## src/rtl/mdu_iter_pkg.sv

```systemverilog
// mdu_iter_pkg: op codes, FSM state encoding and register bus widths for the iterative mul/div unit
package mdu_iter_pkg;
  localparam int REG_BUS_W = 32;
  localparam int DOUBLE_REG_BUS_W = 2 * REG_BUS_W;
  localparam logic [1:0] MDU_MULU = 2'b00;
  localparam logic [1:0] MDU_MUL  = 2'b01;
  localparam logic [1:0] MDU_DIVU = 2'b10;
  localparam logic [1:0] MDU_DIV  = 2'b11;
  typedef enum logic [1:0] {S_IDLE, S_BUSY, S_FIX, S_DONE} state_t;
endpackage

```

## src/rtl/mdu_iter_if.sv

```systemverilog
// mdu_iter_if: EX-stage request/result bundle of the mul/div unit
interface mdu_iter_if import mdu_iter_pkg::*; #(parameter int WIDTH = REG_BUS_W);
  logic start_i;
  logic annul_i;
  logic [1:0] op_i;
  logic [WIDTH-1:0] opdata1_i;
  logic [WIDTH-1:0] opdata2_i;
  logic [2*WIDTH-1:0] result_o;
  logic ready_o;
  logic busy_o;
  logic div_zero_o;
  modport master (output start_i, annul_i, op_i, opdata1_i, opdata2_i, input result_o, ready_o, busy_o, div_zero_o);
  modport slave (input start_i, annul_i, op_i, opdata1_i, opdata2_i, output result_o, ready_o, busy_o, div_zero_o);
endinterface

```

## src/rtl/mdu_negate.sv

```systemverilog
// mdu_negate: conditional two's-complement negation
module mdu_negate import mdu_iter_pkg::*; #(parameter int WIDTH = REG_BUS_W) (
  input  logic [WIDTH-1:0] a,
  input  logic             neg,
  output logic [WIDTH-1:0] y
);
  assign y = neg ? -a : a;
endmodule

```

## src/rtl/mdu_iter.sv

```systemverilog
// mdu_iter: iterative shift-add multiplier / restoring divider, one bit per cycle; MDU_EARLY_TERM_EN ends multiplies once the remaining multiplier bits are zero
module mdu_iter import mdu_iter_pkg::*; #(
  parameter int WIDTH = REG_BUS_W,
  parameter bit ZERO_Q_ONES = 1'b0
) (
  input logic clk,
  input logic rst,
  mdu_iter_if.slave bus
);
  localparam int CW = $clog2(WIDTH) + 1;
  localparam int W2 = 2 * WIDTH;
  state_t state, state_n;
  logic div_op, res_neg, rem_neg, dz, dz_in, start_ok, last;
  logic [WIDTH-1:0] a, m, abs1, abs2, fix_q, fix_r;
  logic [W2-1:0] acc, step, fix_p, result;
  logic [CW-1:0] cnt;
  logic [WIDTH:0] sum, t, diff;
  mdu_negate #(.WIDTH(WIDTH)) u_abs1 (.a(bus.opdata1_i), .neg(bus.op_i[0] & bus.opdata1_i[WIDTH-1]), .y(abs1));
  mdu_negate #(.WIDTH(WIDTH)) u_abs2 (.a(bus.opdata2_i), .neg(bus.op_i[0] & bus.opdata2_i[WIDTH-1]), .y(abs2));
  mdu_negate #(.WIDTH(WIDTH)) u_fix_q (.a(acc[WIDTH-1:0]), .neg(res_neg), .y(fix_q));
  mdu_negate #(.WIDTH(WIDTH)) u_fix_r (.a(acc[W2-1:WIDTH]), .neg(rem_neg), .y(fix_r));
  mdu_negate #(.WIDTH(W2)) u_fix_p (.a(acc), .neg(res_neg), .y(fix_p));
  assign start_ok = bus.start_i & ~bus.annul_i;
  assign dz_in = bus.op_i[1] & ~|bus.opdata2_i;
`ifdef MDU_EARLY_TERM_EN
  assign last = (cnt == CW'(WIDTH)) || (!div_op && m == '0);
`else
  assign last = cnt == CW'(WIDTH);
`endif
  // one iteration: add-and-shift-right for multiply, shift-left trial-subtract for divide
  always_comb begin
    sum = {1'b0, acc[W2-1:WIDTH]} + {1'b0, {WIDTH{m[0]}} & a};
    t = acc[W2-1:WIDTH-1];
    diff = t - {1'b0, a};
    step = div_op ? {diff[WIDTH] ? t[WIDTH-1:0] : diff[WIDTH-1:0], acc[WIDTH-2:0], ~diff[WIDTH]} : {sum, acc[WIDTH-1:1]};
  end
  // next state and status outputs
  always_comb begin
    state_n = state;
    case (state)
      S_IDLE: state_n = start_ok ? (dz_in ? S_DONE : S_BUSY) : S_IDLE;
      S_BUSY: state_n = bus.annul_i ? S_IDLE : (last ? S_FIX : S_BUSY);
      S_FIX:  state_n = bus.annul_i ? S_IDLE : S_DONE;
      default: state_n = bus.start_i ? S_DONE : S_IDLE;
    endcase
    bus.ready_o = state == S_DONE;
    bus.busy_o = state == S_BUSY || state == S_FIX;
    bus.div_zero_o = state == S_DONE && dz;
    bus.result_o = result;
  end
  // state register
  always_ff @(posedge clk or negedge rst) begin
    if (!rst) state <= S_IDLE;
    else state <= state_n;
  end
  // operand latch, iteration datapath and result register
  always_ff @(posedge clk or negedge rst) begin
    if (!rst) begin
      div_op <= 1'b0;
      res_neg <= 1'b0;
      rem_neg <= 1'b0;
      dz <= 1'b0;
      a <= '0;
      m <= '0;
      acc <= '0;
      cnt <= '0;
      result <= '0;
    end else begin
      case (state)
        S_IDLE: if (start_ok) begin
          div_op <= bus.op_i[1];
          res_neg <= bus.op_i[0] & (bus.opdata1_i[WIDTH-1] ^ bus.opdata2_i[WIDTH-1]);
          rem_neg <= bus.op_i[0] & bus.opdata1_i[WIDTH-1];
          dz <= dz_in;
          a <= bus.op_i[1] ? abs2 : abs1;
          m <= abs2;
          acc <= bus.op_i[1] ? {{WIDTH{1'b0}}, abs1} : '0;
          cnt <= '0;
          if (dz_in) result <= ZERO_Q_ONES ? {bus.opdata1_i, {WIDTH{1'b1}}} : '0;
        end
        S_BUSY: if (!last) begin
          acc <= step;
          m <= m >> 1;
          cnt <= cnt + 1'b1;
        end
`ifdef MDU_EARLY_TERM_EN
        else if (!div_op) acc <= acc >> (CW'(WIDTH) - cnt);
`endif
        S_FIX: if (!bus.annul_i) result <= div_op ? {fix_r, fix_q} : fix_p;
        default: ;
      endcase
    end
  end
endmodule

```

## src/flat_wrapper.sv

```systemverilog
// flat-port wrapper written by rule: the top's interface ports become plain ports
module mdu_iter_flat import mdu_iter_pkg::*;
#(
  parameter int WIDTH = REG_BUS_W,
  parameter bit ZERO_Q_ONES = 1'b0
)
  (clk, rst, bus_start_i, bus_annul_i, bus_op_i, bus_opdata1_i, bus_opdata2_i, bus_result_o, bus_ready_o, bus_busy_o, bus_div_zero_o);
  mdu_iter_if #(.WIDTH(WIDTH)) bus_i ();
  input logic clk;
  input logic rst;
  input wire logic [$bits(bus_i.start_i)-1:0] bus_start_i;
  input wire logic [$bits(bus_i.annul_i)-1:0] bus_annul_i;
  input wire logic [$bits(bus_i.op_i)-1:0] bus_op_i;
  input wire logic [$bits(bus_i.opdata1_i)-1:0] bus_opdata1_i;
  input wire logic [$bits(bus_i.opdata2_i)-1:0] bus_opdata2_i;
  output wire logic [$bits(bus_i.result_o)-1:0] bus_result_o;
  output wire logic [$bits(bus_i.ready_o)-1:0] bus_ready_o;
  output wire logic [$bits(bus_i.busy_o)-1:0] bus_busy_o;
  output wire logic [$bits(bus_i.div_zero_o)-1:0] bus_div_zero_o;
  assign bus_i.start_i = bus_start_i;
  assign bus_i.annul_i = bus_annul_i;
  assign bus_i.op_i = bus_op_i;
  assign bus_i.opdata1_i = bus_opdata1_i;
  assign bus_i.opdata2_i = bus_opdata2_i;
  assign bus_result_o = bus_i.result_o;
  assign bus_ready_o = bus_i.ready_o;
  assign bus_busy_o = bus_i.busy_o;
  assign bus_div_zero_o = bus_i.div_zero_o;
  mdu_iter #(.WIDTH(WIDTH), .ZERO_Q_ONES(ZERO_Q_ONES)) u_core (.clk(clk), .rst(rst), .bus(bus_i));
endmodule
```

## config.mk

```make
export PLATFORM = sky130hd
export DESIGN_NAME = mdu_iter_flat
export DESIGN_NICKNAME = d
export VERILOG_FILES = /design/src/rtl/mdu_iter_pkg.sv /design/src/rtl/mdu_iter_if.sv /design/src/rtl/mdu_negate.sv /design/src/rtl/mdu_iter.sv /design/src/flat_wrapper.sv
export SDC_FILE = /design/constraint.sdc
export NUM_CORES = 1
export LEC_CHECK = 0
export BUFFER_PORTS_ARGS = -buffer_cell sky130_fd_sc_hd__buf_2
export CORE_UTILIZATION = 56
export DETAILED_ROUTE_END_ITERATION = 6
export PLACE_DENSITY_LB_ADDON = 0.25
export REMOVE_ABC_BUFFERS = 1
export SLEW_MARGIN = 20
export SYNTH_ARGS = -nofsm -noshare
export SYNTH_HDL_FRONTEND = slang
export SYNTH_SLANG_ARGS = --single-unit
export TNS_END_PERCENT = 100
```

## constraint.sdc

```tcl
create_clock -name clk -period 3.1 [get_ports clk]
set_input_delay 0.155 -clock clk [delete_from_list [all_inputs] [get_ports clk]]
set_output_delay 0.155 -clock clk [all_outputs]
set_load 0.005 [all_outputs]
```

==> flow_metrics.tcl <==
set metrics [dict create \
    internal-power_mw 9.34 \
    num_rows 61 \
    final_common_cell "buf_4" \
    io_buffers 136 \
    layout-drive-gt1-share 0.263 \
    final_cell_mix "245 x buf_4, 222 x nand2_1, 199 x dfrtp_1" \
    ys_seq_elements 204 \
    grt_remaining_overflow 0 \
    multi_input_area_um2 11000 \
    synth-async-reset-ratio 1.00 \
    dieArea_um2 29600 \
    finalWirelength_um 57600 \
    grt_pass1_wl_um 87200 \
    yosysSeqAreaShare 0.315 \
    gp_congestion 0.969 \
    diodes 0 \
    required_ns 3.53 \
    yosysUniqueCellTypes 80 \
    final_cells 2699 \
    rsz0062_at_grt "true" \
    hold_class "input pin to flop" \
    sw_frac_of_total 0.430 \
    syn_to_final_growth_pct 28.6 \
    via_per_inst 6.26 \
    ys_warn_count 0 \
    syn_area_um2 16200 \
    dr_wl_met3_um 4710 \
    cap_violations 0 \
    highest_layer "met4" \
    ant_nets 0 \
    p_seq_frac 0.234 \
    max_freq_mhz 308 \
    ctsRootBufferMaster "clkbuf_16" \
    clock_sinks 204 \
    m1WireLength_um 24000 \
    setup-violations-final 36 \
    design_area_um2 20800 \
    place_hpwl_um 41500 \
    preCtsSetupSlack_ns -0.521 \
    violations "setup timing" \
    clock_skew_ns 0.0137 \
    ys.flop_type "dfrtp_1" \
    fillCellCount 2080 \
    clk_pin_slew_worst_paths_ns 0.06 \
    cts_tree "yes" \
    hold_violations 0 \
    grt_pass1_vias 15934 \
    synth_cells 1987 \
    cp_max_fo 6 \
    routedWlPerCell_um 21.3 \
    drc 0 \
    clk_latency_ns 0.54 \
    clk_path_buf_depth 3 \
    combPwrFrac 0.582 \
    finalWorstSetupSlack_ns -0.144 \
    die_w_um 172 \
    synth_edf_count 0 \
    start_util 0.576 \
    drt_iter0_drc 1671 \
    via_count 16903 \
    layout.nets 2449 \
    status "complete, but fails checks" \
    die_h_um 172 \
    power_frac_clock 0.184 \
    slew_headroom 0.401 \
    grt_max_degree 122 \
    peakVddDrop_mv 0.444 \
    p_leak_nw 9.92 \
    core_area_um2 28200 \
    netSwitchingPower_mw 7.05 \
    start_kind "flop" \
    drt_pass1_iterations 6 \
    drv_slew 0 \
    timing.final.crit_period_ns 3.24 \
    route.met2.wl_um 26300 \
    final_core_util 0.740 \
    syn_area_per_cell_um2 8.16 \
    cts_buffers 25 \
    ios 137 \
    finalCritPeriodShare 1.05 \
    regArea_um2 5110 \
    grtUsageTotal 0.382 \
    setup_tns_ns -3.11 \
    placed_area_um2 18700 \
    htreeDepth 1 \
    powerDensity_nw_per_um2 786 \
    worstMarginPinSlew_ns 0.896 \
    critPathKind "flop to flop" \
    placed_cells 2610 \
    cp-end-kind "flop" \
    cp.arrival_ns 3.67 \
    grt_antenna_before_repair 0 \
]
## metrics by stage
step	power, mW	hold slack, ns
final	16.4	0.0175
after global routing	17.2	0.0284
after CTS	15.3	0.00467
after detailed placement	11.6	0.220
after global placement	11.4	0.212
after floorplan	8.44	-0.141
## power by group through the flow
stage | Clock (mW) | Combinational, mW | Sequential, mW
floorplan | 0 | 4.58 | 3.86
global placement | 0 | 7.63 | 3.79
detailed placement | 0 | 7.76 | 3.81
CTS | 3.03 | 8.52 | 3.79
global route | 3.14 | 10.1 | 3.88
finish | 3.02 | 9.53 | 3.84
## cell type report
| cell class | count | share of cell area |
|---|---|---|
| inverter | 96 | 0.0174 |
| clock inverter | 9 | 0.00480 |
| multi-input combinational | 1562 | 0.528 |
| sequential | 204 | 0.245 |
| timing repair buffer | 414 | 0.147 |
| tap | 378 | 0.0227 |
| clock buffer | 36 | 0.0349 |
## cell usage after synthesis (all sizes together) (43+ instances only)
cell type	n	area, um2
nor2	156	588
dfrtp	204	5100
xnor2	114	998
inv	95	357
mux2i	82	821
a21o	43	323
nand2	231	872
a21oi	169	853
clkbuf	102	383
o21ai	154	782
ha	74	926
xor2	62	543
## path summary, 6_finish.rpt
check                                   from                       to  slack [ns]  cells past startpoint
min                        bus_opdata2_i[15]             u_core.m[15]        0.02                      3
max reg2reg                      u_core.a[0]           u_core.acc[41]       -0.14                     16
max                              u_core.a[0]           u_core.acc[41]       -0.14                     16
max in group asynchronous                rst  u_core.bus.result_o[57]        2.00                      3
min reg2reg                      u_core.m[1]              u_core.m[1]        0.48                      2
min in group asynchronous                rst           u_core.acc[38]        0.20                      2
## sequential cells by signal, summed over array words and instances, names as in the netlist
| register | count |
|---|---|
| u_core.m | 32 |
| u_core.rem_neg | 1 |
| u_core.state | 2 |
| u_core.cnt | 6 |
| u_core.bus.result_o | 64 |
| u_core.div_op | 1 |
| u_core.dz | 1 |
| u_core.a | 32 |
| u_core.res_neg | 1 |
| u_core.acc | 64 |
## kinds of logic (layout without fill, tap and decap cells)
logic type,count (synthesis),in the layout,synth area share
mux,97,97,0.0610
buf+inv,221,555,0.0538
fa+ha+maj,76,76,0.0596
xor+xnor,176,176,0.0951
compound gates,603,603,0.237
flops,204,204,0.315
simple gates,610,610,0.178
## critical path, stage by stage (launching register included)
cell and delay, ns:
dfrtp_1 0.43, ha_4 0.19, fa_2 0.37, nor2b_4 0.15
o31a_1 0.17, o41a_1 0.21, a31oi_1 0.10, buf_4 0.17
o21ai_4 0.18, mux2i_4 0.28, nor2_4 0.06, buf_12 0.14
buf_12 0.13, buf_16 0.14, nand2_2 0.05, o211ai_1 0.09
a32o_1 0.26
## metal layers
metal  GRT usage  vias up
li1            -     7695
met1       0.515     8139
met2       0.621      892
met3      0.0520      177
met4       0.146        0
met5           0        -
## repair_timing
| item | 4_1_cts | 5_1_grt |
|---|---|---|
| hold buffers | 7 | 0 |
| gates resized for setup | 104 | 92 |
| setup buffers | 24 | 12 |
| endpoints found under the setup margin | 45 | 55 |
| pin swaps | 49 | 71 |
| hold endpoints to repair | 66 | 0 |
| cloned | 2 | 2 |
No activity file was read; power rests on OpenSTA's default activity.
